## src/rtl/pipe_control.sv

```systemverilog
// Pipelined RV32I control: ID decode, ID/EX -> EX/MEM -> MEM/WB control bundle,
// load-use / RAW stall, EX forwarding selects and EX branch resolution with flush.
module pipe_control #(
    parameter int XLEN   = 32,
    parameter int RA_W   = 5,
    parameter int FWD_EN = 1
) (
    input  logic            clk,
    input  logic            rst_n,
    input  logic [31:0]     instr,
    input  logic            id_valid,
    input  logic            BrEq,
    input  logic            BrLT,
    output logic            pc_en,
    output logic            ifid_en,
    output logic            ifid_flush,
    output logic [2:0]      ImmSel,
    output logic            illegal,
    output logic            ALUsrc1,
    output logic            ALUsrc2,
    output logic [3:0]      AluSEL,
    output logic            BrUn,
    output logic [1:0]      fwdA,
    output logic [1:0]      fwdB,
    output logic            PCSel,
    output logic            MemRw,
    output logic [2:0]      ldU,
    output logic            RegWEn,
    output logic [1:0]      WBSel,
    output logic [RA_W-1:0] rd_wb
);

    localparam logic [6:0] OP_LUI   = 7'b0110111;
    localparam logic [6:0] OP_AUIPC = 7'b0010111;
    localparam logic [6:0] OP_JAL   = 7'b1101111;
    localparam logic [6:0] OP_JALR  = 7'b1100111;
    localparam logic [6:0] OP_BR    = 7'b1100011;
    localparam logic [6:0] OP_LD    = 7'b0000011;
    localparam logic [6:0] OP_ST    = 7'b0100011;
    localparam logic [6:0] OP_IMM   = 7'b0010011;
    localparam logic [6:0] OP_REG   = 7'b0110011;

    typedef struct packed {
        logic            valid;
        logic            wen;
        logic            mrw;
        logic            load;
        logic            br;
        logic            jmp;
        logic [2:0]      f3;
        logic            src1;
        logic            src2;
        logic [3:0]      alu;
        logic            brun;
        logic [1:0]      wbsel;
        logic [RA_W-1:0] rd;
        logic [RA_W-1:0] rs1;
        logic [RA_W-1:0] rs2;
    } idex_t;

    typedef struct packed {
        logic            wen;
        logic            mrw;
        logic [2:0]      ldu;
        logic [1:0]      wbsel;
        logic [RA_W-1:0] rd;
    } exmem_t;

    typedef struct packed {
        logic            wen;
        logic [1:0]      wbsel;
        logic [RA_W-1:0] rd;
    } memwb_t;

    idex_t  dec, idex;
    exmem_t exmem;
    memwb_t memwb;
    logic   legal, use1, use2, id_ok, stall, taken, brc;
    logic   unused_bits;

    // Decode width is fixed at 32 bits; these fields never steer control.
    assign unused_bits = ^{instr[31], instr[29:25]} ^ (XLEN != 32);

    // Unused source fields are zeroed so they can never match a producer.
    always_comb begin
        dec       = '0;
        dec.valid = 1'b1;
        dec.wbsel = 2'b01;
        dec.f3    = instr[14:12];
        legal     = 1'b1;
        use1      = 1'b0;
        use2      = 1'b0;
        ImmSel    = 3'b000;
        case (instr[6:0])
            OP_LUI:   begin dec.wen = 1'b1; dec.src2 = 1'b1; dec.alu = 4'b1111; ImmSel = 3'b011; end
            OP_AUIPC: begin dec.wen = 1'b1; dec.src1 = 1'b1; dec.src2 = 1'b1; ImmSel = 3'b011; end
            OP_JAL:   begin dec.wen = 1'b1; dec.jmp = 1'b1; dec.src1 = 1'b1; dec.src2 = 1'b1;
                            dec.wbsel = 2'b10; ImmSel = 3'b100; end
            OP_JALR:  begin dec.wen = 1'b1; dec.jmp = 1'b1; dec.src2 = 1'b1; dec.wbsel = 2'b10; use1 = 1'b1; end
            OP_BR:    begin dec.br = 1'b1; dec.src1 = 1'b1; dec.src2 = 1'b1; dec.brun = instr[13];
                            use1 = 1'b1; use2 = 1'b1; ImmSel = 3'b010; end
            OP_LD:    begin dec.wen = 1'b1; dec.load = 1'b1; dec.src2 = 1'b1; dec.wbsel = 2'b00; use1 = 1'b1; end
            OP_ST:    begin dec.mrw = 1'b1; dec.src2 = 1'b1; use1 = 1'b1; use2 = 1'b1; ImmSel = 3'b001; end
            OP_IMM:   begin dec.wen = 1'b1; dec.src2 = 1'b1; use1 = 1'b1;
                            dec.alu = (instr[13:12] == 2'b01) ? {instr[30], instr[14:12]} : {1'b0, instr[14:12]}; end
            OP_REG:   begin dec.wen = 1'b1; use1 = 1'b1; use2 = 1'b1; dec.alu = {instr[30], instr[14:12]}; end
            default:  legal = 1'b0;
        endcase
        dec.rd  = dec.wen ? instr[7 +: RA_W] : '0;
        dec.rs1 = use1 ? instr[15 +: RA_W] : '0;
        dec.rs2 = use2 ? instr[20 +: RA_W] : '0;
    end

    assign illegal = id_valid && !legal;
    assign id_ok   = id_valid && legal;

    function automatic logic hit(input logic wen, input logic [RA_W-1:0] rd,
                                 input logic [RA_W-1:0] rs1, input logic [RA_W-1:0] rs2);
        return wen && (rd != '0) && ((rd == rs1) || (rd == rs2));
    endfunction

    function automatic logic [1:0] fsel(input logic [RA_W-1:0] rs, input exmem_t m, input memwb_t w);
        if (rs == '0)                 return 2'b00;
        else if (m.wen && m.rd == rs) return 2'b01;
        else if (w.wen && w.rd == rs) return 2'b10;
        else                          return 2'b00;
    endfunction

    always_comb begin
        stall = 1'b0;
        if (id_ok) begin
            if (FWD_EN != 0)
                stall = idex.load && hit(idex.wen, idex.rd, dec.rs1, dec.rs2);
            else
                stall = hit(idex.wen, idex.rd, dec.rs1, dec.rs2)
                      | hit(exmem.wen, exmem.rd, dec.rs1, dec.rs2)
                      | hit(memwb.wen, memwb.rd, dec.rs1, dec.rs2);
        end
    end

    always_comb begin
        case (idex.f3)
            3'b000:         brc = BrEq;
            3'b001:         brc = !BrEq;
            3'b100, 3'b110: brc = BrLT;
            3'b101, 3'b111: brc = !BrLT;
            default:        brc = 1'b0;
        endcase
    end

    // A taken branch/jump flushes the front end and wins over any stall.
    assign taken      = idex.jmp || (idex.br && brc);
    assign PCSel      = taken;
    assign ifid_flush = taken;
    assign pc_en      = !stall || taken;
    assign ifid_en    = !stall || taken;

    assign fwdA    = (FWD_EN != 0) ? fsel(idex.rs1, exmem, memwb) : 2'b00;
    assign fwdB    = (FWD_EN != 0) ? fsel(idex.rs2, exmem, memwb) : 2'b00;
    assign ALUsrc1 = idex.src1;
    assign ALUsrc2 = idex.src2;
    assign AluSEL  = idex.alu;
    assign BrUn    = idex.brun;
    assign MemRw   = exmem.mrw;
    assign ldU     = exmem.ldu;
    assign RegWEn  = memwb.wen;
    assign WBSel   = memwb.wbsel;
    assign rd_wb   = memwb.rd;

    always_ff @(posedge clk or negedge rst_n) begin
        if (!rst_n) begin
            idex        <= '0;
            idex.wbsel  <= 2'b01;
            exmem       <= '0;
            exmem.wbsel <= 2'b01;
            memwb       <= '0;
            memwb.wbsel <= 2'b01;
        end else begin
            if (!id_ok || stall || taken) begin
                idex       <= '0;
                idex.wbsel <= 2'b01;
            end else begin
                idex <= dec;
            end
            exmem.wen   <= idex.wen;
            exmem.mrw   <= idex.mrw;
            exmem.ldu   <= idex.load ? idex.f3 : 3'b000;
            exmem.wbsel <= idex.wbsel;
            exmem.rd    <= idex.rd;
            memwb.wen   <= exmem.wen;
            memwb.wbsel <= exmem.wbsel;
            memwb.rd    <= exmem.rd;
        end
    end

endmodule
```

## config.mk

```make
export PLATFORM = sky130hd
export DESIGN_NAME = pipe_control
export DESIGN_NICKNAME = d
export VERILOG_FILES = /design/src/rtl/pipe_control.sv
export SDC_FILE = /design/constraint.sdc
export NUM_CORES = 1
export LEC_CHECK = 0
export ABC_AREA = 1
export CAP_MARGIN = 30
export CORE_AREA = 2 2 75 77
export CTS_CLUSTER_DIAMETER = 50
export DETAILED_ROUTE_END_ITERATION = 10
export DIE_AREA = 0 0 77 79
export PLACE_DENSITY = 0.75
export SETUP_SLACK_MARGIN = 0.2
export SLEW_MARGIN = 20
export SYNTH_ARGS = -nofsm -noshare
export SYNTH_HDL_FRONTEND = slang
export SYNTH_SLANG_ARGS = --single-unit
```

## constraint.sdc

```tcl
create_clock -name clk -period 2.8 [get_ports clk]
set_input_delay 0.7 -clock clk [delete_from_list [all_inputs] [get_ports clk]]
set_output_delay 0.7 -clock clk [all_outputs]
set_load 0.02 [all_outputs]
```

# ---- Yosys cells after proc, flatten, opt, wreduce, memory -nomap -nowiden
# Cells that the tools add are included.
dict set report totals {
  inputBits 37
  out_inout_bits 31
  wordCells 105
  register_bits 52
}
dict set report op_classes {
  n_eq_ne 21
  n_reduce_logical 34
  mux 28
}
# op n
set ops {}
lappend ops {{32-bit two-way mux} 1}
lappend ops {{5-bit equality test} 6}
lappend ops {{7-bit by 6-bit equality test with 1-bit output (second input constant)} 3}
lappend ops {{7-bit equality test (second input constant)} 3}
lappend ops {{5-bit two-way mux} 3}
lappend ops {{7-bit by 5-bit equality test with 1-bit output (second input constant)} 2}
lappend ops {{3-bit equality test (second input constant)} 4}
lappend ops {{1-bit two-way mux} 12}
lappend ops {{2-bit two-way mux} 6}
lappend ops {{3-bit case mux with 4 select lines} 1}
lappend ops {{4-bit case mux with 3 select lines} 1}
lappend ops {{1-bit logical AND} 10}
lappend ops {{5-bit zero test} 2}
lappend ops {{9-bit OR reduction} 1}
lappend ops {{2-bit OR reduction} 4}
lappend ops {{8-bit OR reduction} 1}
lappend ops {{7-bit by 2-bit equality test with 1-bit output (second input constant)} 1}
lappend ops {{7-bit OR reduction} 1}
lappend ops {{3-bit OR reduction} 2}
lappend ops {{6-bit OR reduction} 1}
lappend ops {{1-bit zero test} 5}
lappend ops {{1-bit logical OR} 5}
lappend ops {{5-bit nonzero test} 1}
lappend ops {{4-bit two-way mux} 1}
lappend ops {{other kinds (6)} 6}

# ---- Depth between registers and ports, before layout
# Gate-level depths: netlist of the first run.
dict set report depth {
  ltp_word 12
  ltp_mapped 15
  depth_no_buf 14
}

# ---- Least setup slack after synthesis of the first run
# No wires, ideal clock.
dict set report synth_timing {
  path_type {input port to output port}
  from {input instr[3]}
  to {output pc_en}
  cell_stages 11
  setup_slack_ps -18
  arrival_time_ps 2118
  n_path_buf 1
  required_ps 2100
  path_cell_list {inv_1 > nand2_1 > nor2_4 > nand2_1 > inv_1 > nor2_1 > nand3_2 > inv_1 > a211oi_2 > nand3_1 > buf_4}
}
dict set report synth_between {
  elab_chain_cells 11
  word_cells_on_any_way 26
  classes_between {11 x eq/ne; 6 x mux; 9 x reduce/logical}
}
# item line
set synth_lines {}
lappend synth_lines {{from (decl)} 10} ;# input logic [31:0] instr,
lappend synth_lines {{7-bit by 5-bit equality test with 1-bit output, or another cell as far along} 94} ;# case (instr[6:0])
lappend synth_lines {{6-bit OR reduction (no line) or 3-bit OR reduction (tied branches)} n/a}
lappend synth_lines {{1-bit two-way mux} 94}
lappend synth_lines {{5-bit two-way mux, on equally long branches} {110, 111}}
lappend synth_lines {{5-bit equality test} n/a}
lappend synth_lines {{1-bit logical OR} n/a}
lappend synth_lines {{1-bit logical AND} n/a}
lappend synth_lines {{1-bit logical AND} 133} ;# stall = idex.load && hit(idex.wen, idex.rd, dec.rs1, dec.rs2);
lappend synth_lines {{1-bit two-way mux *} 131} ;# if (id_ok) begin
lappend synth_lines {{1-bit zero test *} n/a}
lappend synth_lines {{1-bit logical OR *} n/a}
lappend synth_lines {{to (decl)} 14} ;# output logic pc_en,
# Mark *: on every way between the ends. The rest lies on a longest branch, timed or not.

# ---- Final worst setup path of the first run
dict set report layout_timing {
  from {input instr[2]}
  to {output ifid_en}
}
dict set report layout_between {
  elab_chain_cells 11
  word_cells_on_any_way 26
  classes_between {11 x eq/ne; 6 x mux; 9 x reduce/logical}
}
# item line
set layout_lines {}
lappend layout_lines {{7-bit by 5-bit equality test with 1-bit output, or another cell as far along} 94}
lappend layout_lines {{6-bit OR reduction (no line) or 3-bit OR reduction (tied branches)} n/a}
lappend layout_lines {{1-bit two-way mux} 94}
lappend layout_lines {{5-bit two-way mux, on equally long branches} {110, 111}}
lappend layout_lines {{5-bit equality test} n/a}
lappend layout_lines {{1-bit logical OR} n/a}
lappend layout_lines {{1-bit logical AND} n/a}
lappend layout_lines {{1-bit logical AND} 133}
lappend layout_lines {{1-bit two-way mux *} 131}
lappend layout_lines {{1-bit zero test *} 156} ;# assign ifid_en = !stall || taken;
lappend layout_lines {{1-bit logical OR *} 156}
lappend layout_lines {{to (decl)} 15} ;# output logic ifid_en,
# Marked as above.

==> summary.md, run 1 <==
| Metric | Value |
|---|---|
| R2r worst-path depth | 11 |
| Drt total wl | slightly below 6000 microns |
| Worst VDD drop | about 0.23 mV |
| Detail-routed via count per cell | between 4 and 5 |
| Post-Syn Nets | about 320 |
| Die area | 6080 sq um |
| First-pass GRT wire length | about 9600 microns |
| R2r setup slk | approximately 0.81 ns |
| CP Buf/Inv Count | 6 |
| Crit path capture type | primary output |
| CTS root buf | clkbuf_8 |
| Overflow after GRT | 0 |
| Warnings from Yosys | 0 |
| Reg-to-reg startpoint | idex[24]$_DFF_PN0_ |
| Antenna Cells | 0 |
| Post-synth EDFFs | 0 |
| Post-CTS Hold Buffers | 0 |
| CTS tree | built |
| DR pass1 iterations | 4 |
| Delay-heaviest family, CP | buffers and inverters |
| Max Freq | 354 MHz |
| GR Util All Layers | between 20% and 30% |
| Most used cell along the critical path | inv_2 |
| Post-synth cell types | 27 |
| Fill cells | 484 |
| Max cap viols | 0 |
| Width of the chip | between 70 and 80 microns |
| Power Dens Cells | between 300 and 400 nW/um^2 |
| Most frequent cells after synthesis | 49 x dfrtp_1, 48 x nand2_1, 42 x inv_1, 42 x nor2_1, 12 x xor2_1 |
| Run status | finished with violations |
| Minimum clock period | around 2.8 ns |
| Worst hold path type | primary input to asynchronous set/reset pin |
| Crit Path Category | primary input to primary output |
| Initial antenna violation count | 0 |
| Placed cell areas | between 3000 and 4000 sq um |
| Final worst path period share | 101% |
| Vias in the first global route | between 2k and 2.5k |
| Final Hold Vio Count | 0 |
| NumNets Final | ~420 |
| Synth area leader | dfrtp_1 |
| RSZ-0062 raised after global routing | yes |
| Synth Instances | 280 |
| Pin count of the biggest net entering global routing | 26 |
| Worst path cell trace | buf_8, inv_6, nand2_4, nor2_4, buf_4, nand2_2, inv_2, nor2_2, nand3_2, inv_2, a211oi_4, nand3_4, buf_6 |
| Setup ws final | -0.0232 ns |
| Final setup viols | 2 |
| Share of layout cells above drive strength 1 | about a third |
| Area of the core | 5340 sq um |
| CTS Buf Count | 5 |
| Bufs on Longest Clock Path | 2 |
| Setup Total Neg Slack | -0.0456 ns |
| Skew final | 0.0112 ns |
| Worst Path Max Fanout | 4 |
| Worst-Margin Slew | 0.506 ns |
| Die Span Y | roughly 80 microns |
| Setup WS pre-CTS | -0.933 ns |
| Critical-path top delay cell | a211oi_4 |
| Ys async rst share | 100% |
| Port Buffers | roughly 60 |
| Top-count cell post-synth | dfrtp_1 |
| CTS sink cnt | 52 |
| Cell area after layout | roughly 3700 sq um |
| Critical Path Start Type | primary input |
| Synthesized area per cell | roughly 8.8 sq um |
| ANT nets after route | 0 |
| Vias | ~2.1k |
| H-tree levels | 2 |
| Seq/Total Area, Yosys | between 50% and 60% |
| Synth top area cells | dfrtp_1 50%, nand2_1 7.3%, inv_1 6.4% |
| Clock slew at reported path FFs | ~0.090 ns |
| DRC | 0 |
| Mapped cell area | approximately 2500 sq um |
| R2r endpoint | idex[9]$_DFF_PN0_ |
| Pleak | roughly 1.8 nW |
| CP Data Required Time | 2.10 ns |
| Top-area cell type share of the netlist area | 49.9% |
| Crit path largest cell delay | 0.27 ns |
| Pwr Total | between 1 and 1.5 mW |
| Failing checks | setup timing |
| Layout area overhead | 49.1% |
| Row cnt | 27 |
| Starting density of the core | a little under half |
| Ports | just under 70 |
| Worst-Skew Late Latency | between 0.3 and 0.4 ns |
| Drt first-iter violations | between 40 and 50 |
| Max-slew violations | 0 |
| Worst relative slew slack | about two thirds |
| Post-DR wirelength/cell | about 13 microns |
| Worst Path Arrival | 2.12 ns |
| Number of synthesized register bits | 52 |
| Main synth FF type | dfrtp_1 |
| HPWL Detailed | 4410 microns |
| Routability Congestion | approximately 0.91 |
sequential cells by signal, summed over array words and instances, names as in the netlist:
name / cells
AluSEL: 4
RegWEn: 1
ALUsrc1: 1
BrUn: 1
exmem: 8
ldU: 3
WBSel: 2
rd_wb: 5
idex: 25
MemRw: 1
ALUsrc2: 1
layer usage:
layer / wire length [microns] / global-route usage [%] / vias up
met5: 0 / 0 / -
met4: 88 / 5.89 / 0
met3: 175 / 3.64 / 7
met2: 3150 / 37.3 / 48
met1: 2540 / 24.5 / 1015
li1: - / - / 1077
what timing repair did:
action | CTS | global route
endpoints found under the hold margin | 0 | 0
setup endpoints to repair | 12 | 10
pin swaps | 25 | 10
cloned | 1 | 0
buffers inserted | 10 | 0
gates resized for setup | 79 | 20
power by group:
part / switching (mW) / internal, mW / total, mW
registers: 0.00114 / 0.752 / 0.753
clock network: 0.249 / 0.269 / 0.518
logic: 0.0707 / 0.0706 / 0.141
total: 0.321 / 1.09 / 1.41
layout make-up:
cell class / instances / area, sq um / area share, %
repair buffers: 109 / 925 / 25.3
flip-flops and latches: 52 / 1310 / 35.6
clock inverters: 3 / 46.3 / 1.26
multi-input cells: 173 / 1040 / 28.5
inverters: 44 / 183 / 4.99
well taps: 72 / 90.1 / 2.46
clock buffers: 5 / 68.8 / 1.88
worst max path at each step:
stage / startpoint / to / slack [ns] / cells past startpoint
after global routing: instr[2] / ifid_en / -0.12 / 13
final: instr[2] / ifid_en / -0.02 / 13
after detailed placement: instr[3] / ifid_en / -0.93 / 13
after floorplan: instr[3] / pc_en / 0.19 / 11
after CTS: instr[3] / ifid_en / 0.001 / 13
after global placement: instr[3] / pc_en / -0.86 / 14
stage by stage:
stage | std cells | hold slack (ns) | utilization [%]
global route | 458 | 0.366 | 68.6
finish | 458 | 0.349 | 68.6
global placement | 439 | 0.332 | 64.3
floorplan | 280 | 0.331 | -
detailed placement | 439 | 0.343 | 64.3
CTS | 458 | 0.362 | 68.5
cells by family after synthesis:
group	Yosys count	synth area share [%]
and+or+nand+nor	133	24.4
buffers and inverters	56	10.9
DFF	52	53.1
xor gates and xnor gates	15	5.35
AOI/OAI and AO/OA	24	6.32
cell usage in the layout (no fill, tap or decap), types with 3 or more instances in the layout:
| master | n |
|---|---|
| o21ai_0 | 7 |
| inv_1 | 37 |
| clkbuf_8 | 5 |
| dlygate4sd2_1 | 4 |
| clkdlybuf4s50_1 | 39 |
| nor2_2 | 11 |
| xor2_1 | 12 |
| buf_2 | 8 |
| nand2_2 | 8 |
| nand3_1 | 10 |
| nor2_1 | 40 |
| dfrtp_1 | 49 |
| buf_6 | 3 |
| nor3_1 | 6 |
| clkbuf_2 | 6 |
| o22ai_1 | 3 |
| a21oi_1 | 3 |
| buf_4 | 46 |
| dfstp_2 | 3 |
| nor4_2 | 3 |
| nand2_1 | 38 |
| nor4_1 | 3 |
| o2111ai_1 | 3 |
| nand2_4 | 6 |
| inv_2 | 5 |
(Power assumes the default switching activity.)
==> run 2: changes to the inputs <==
- CAP_MARGIN: 30 -> default
==> results of run 2 <==
Same layout as run 1: the final DEF is identical, and so are final timing and power.
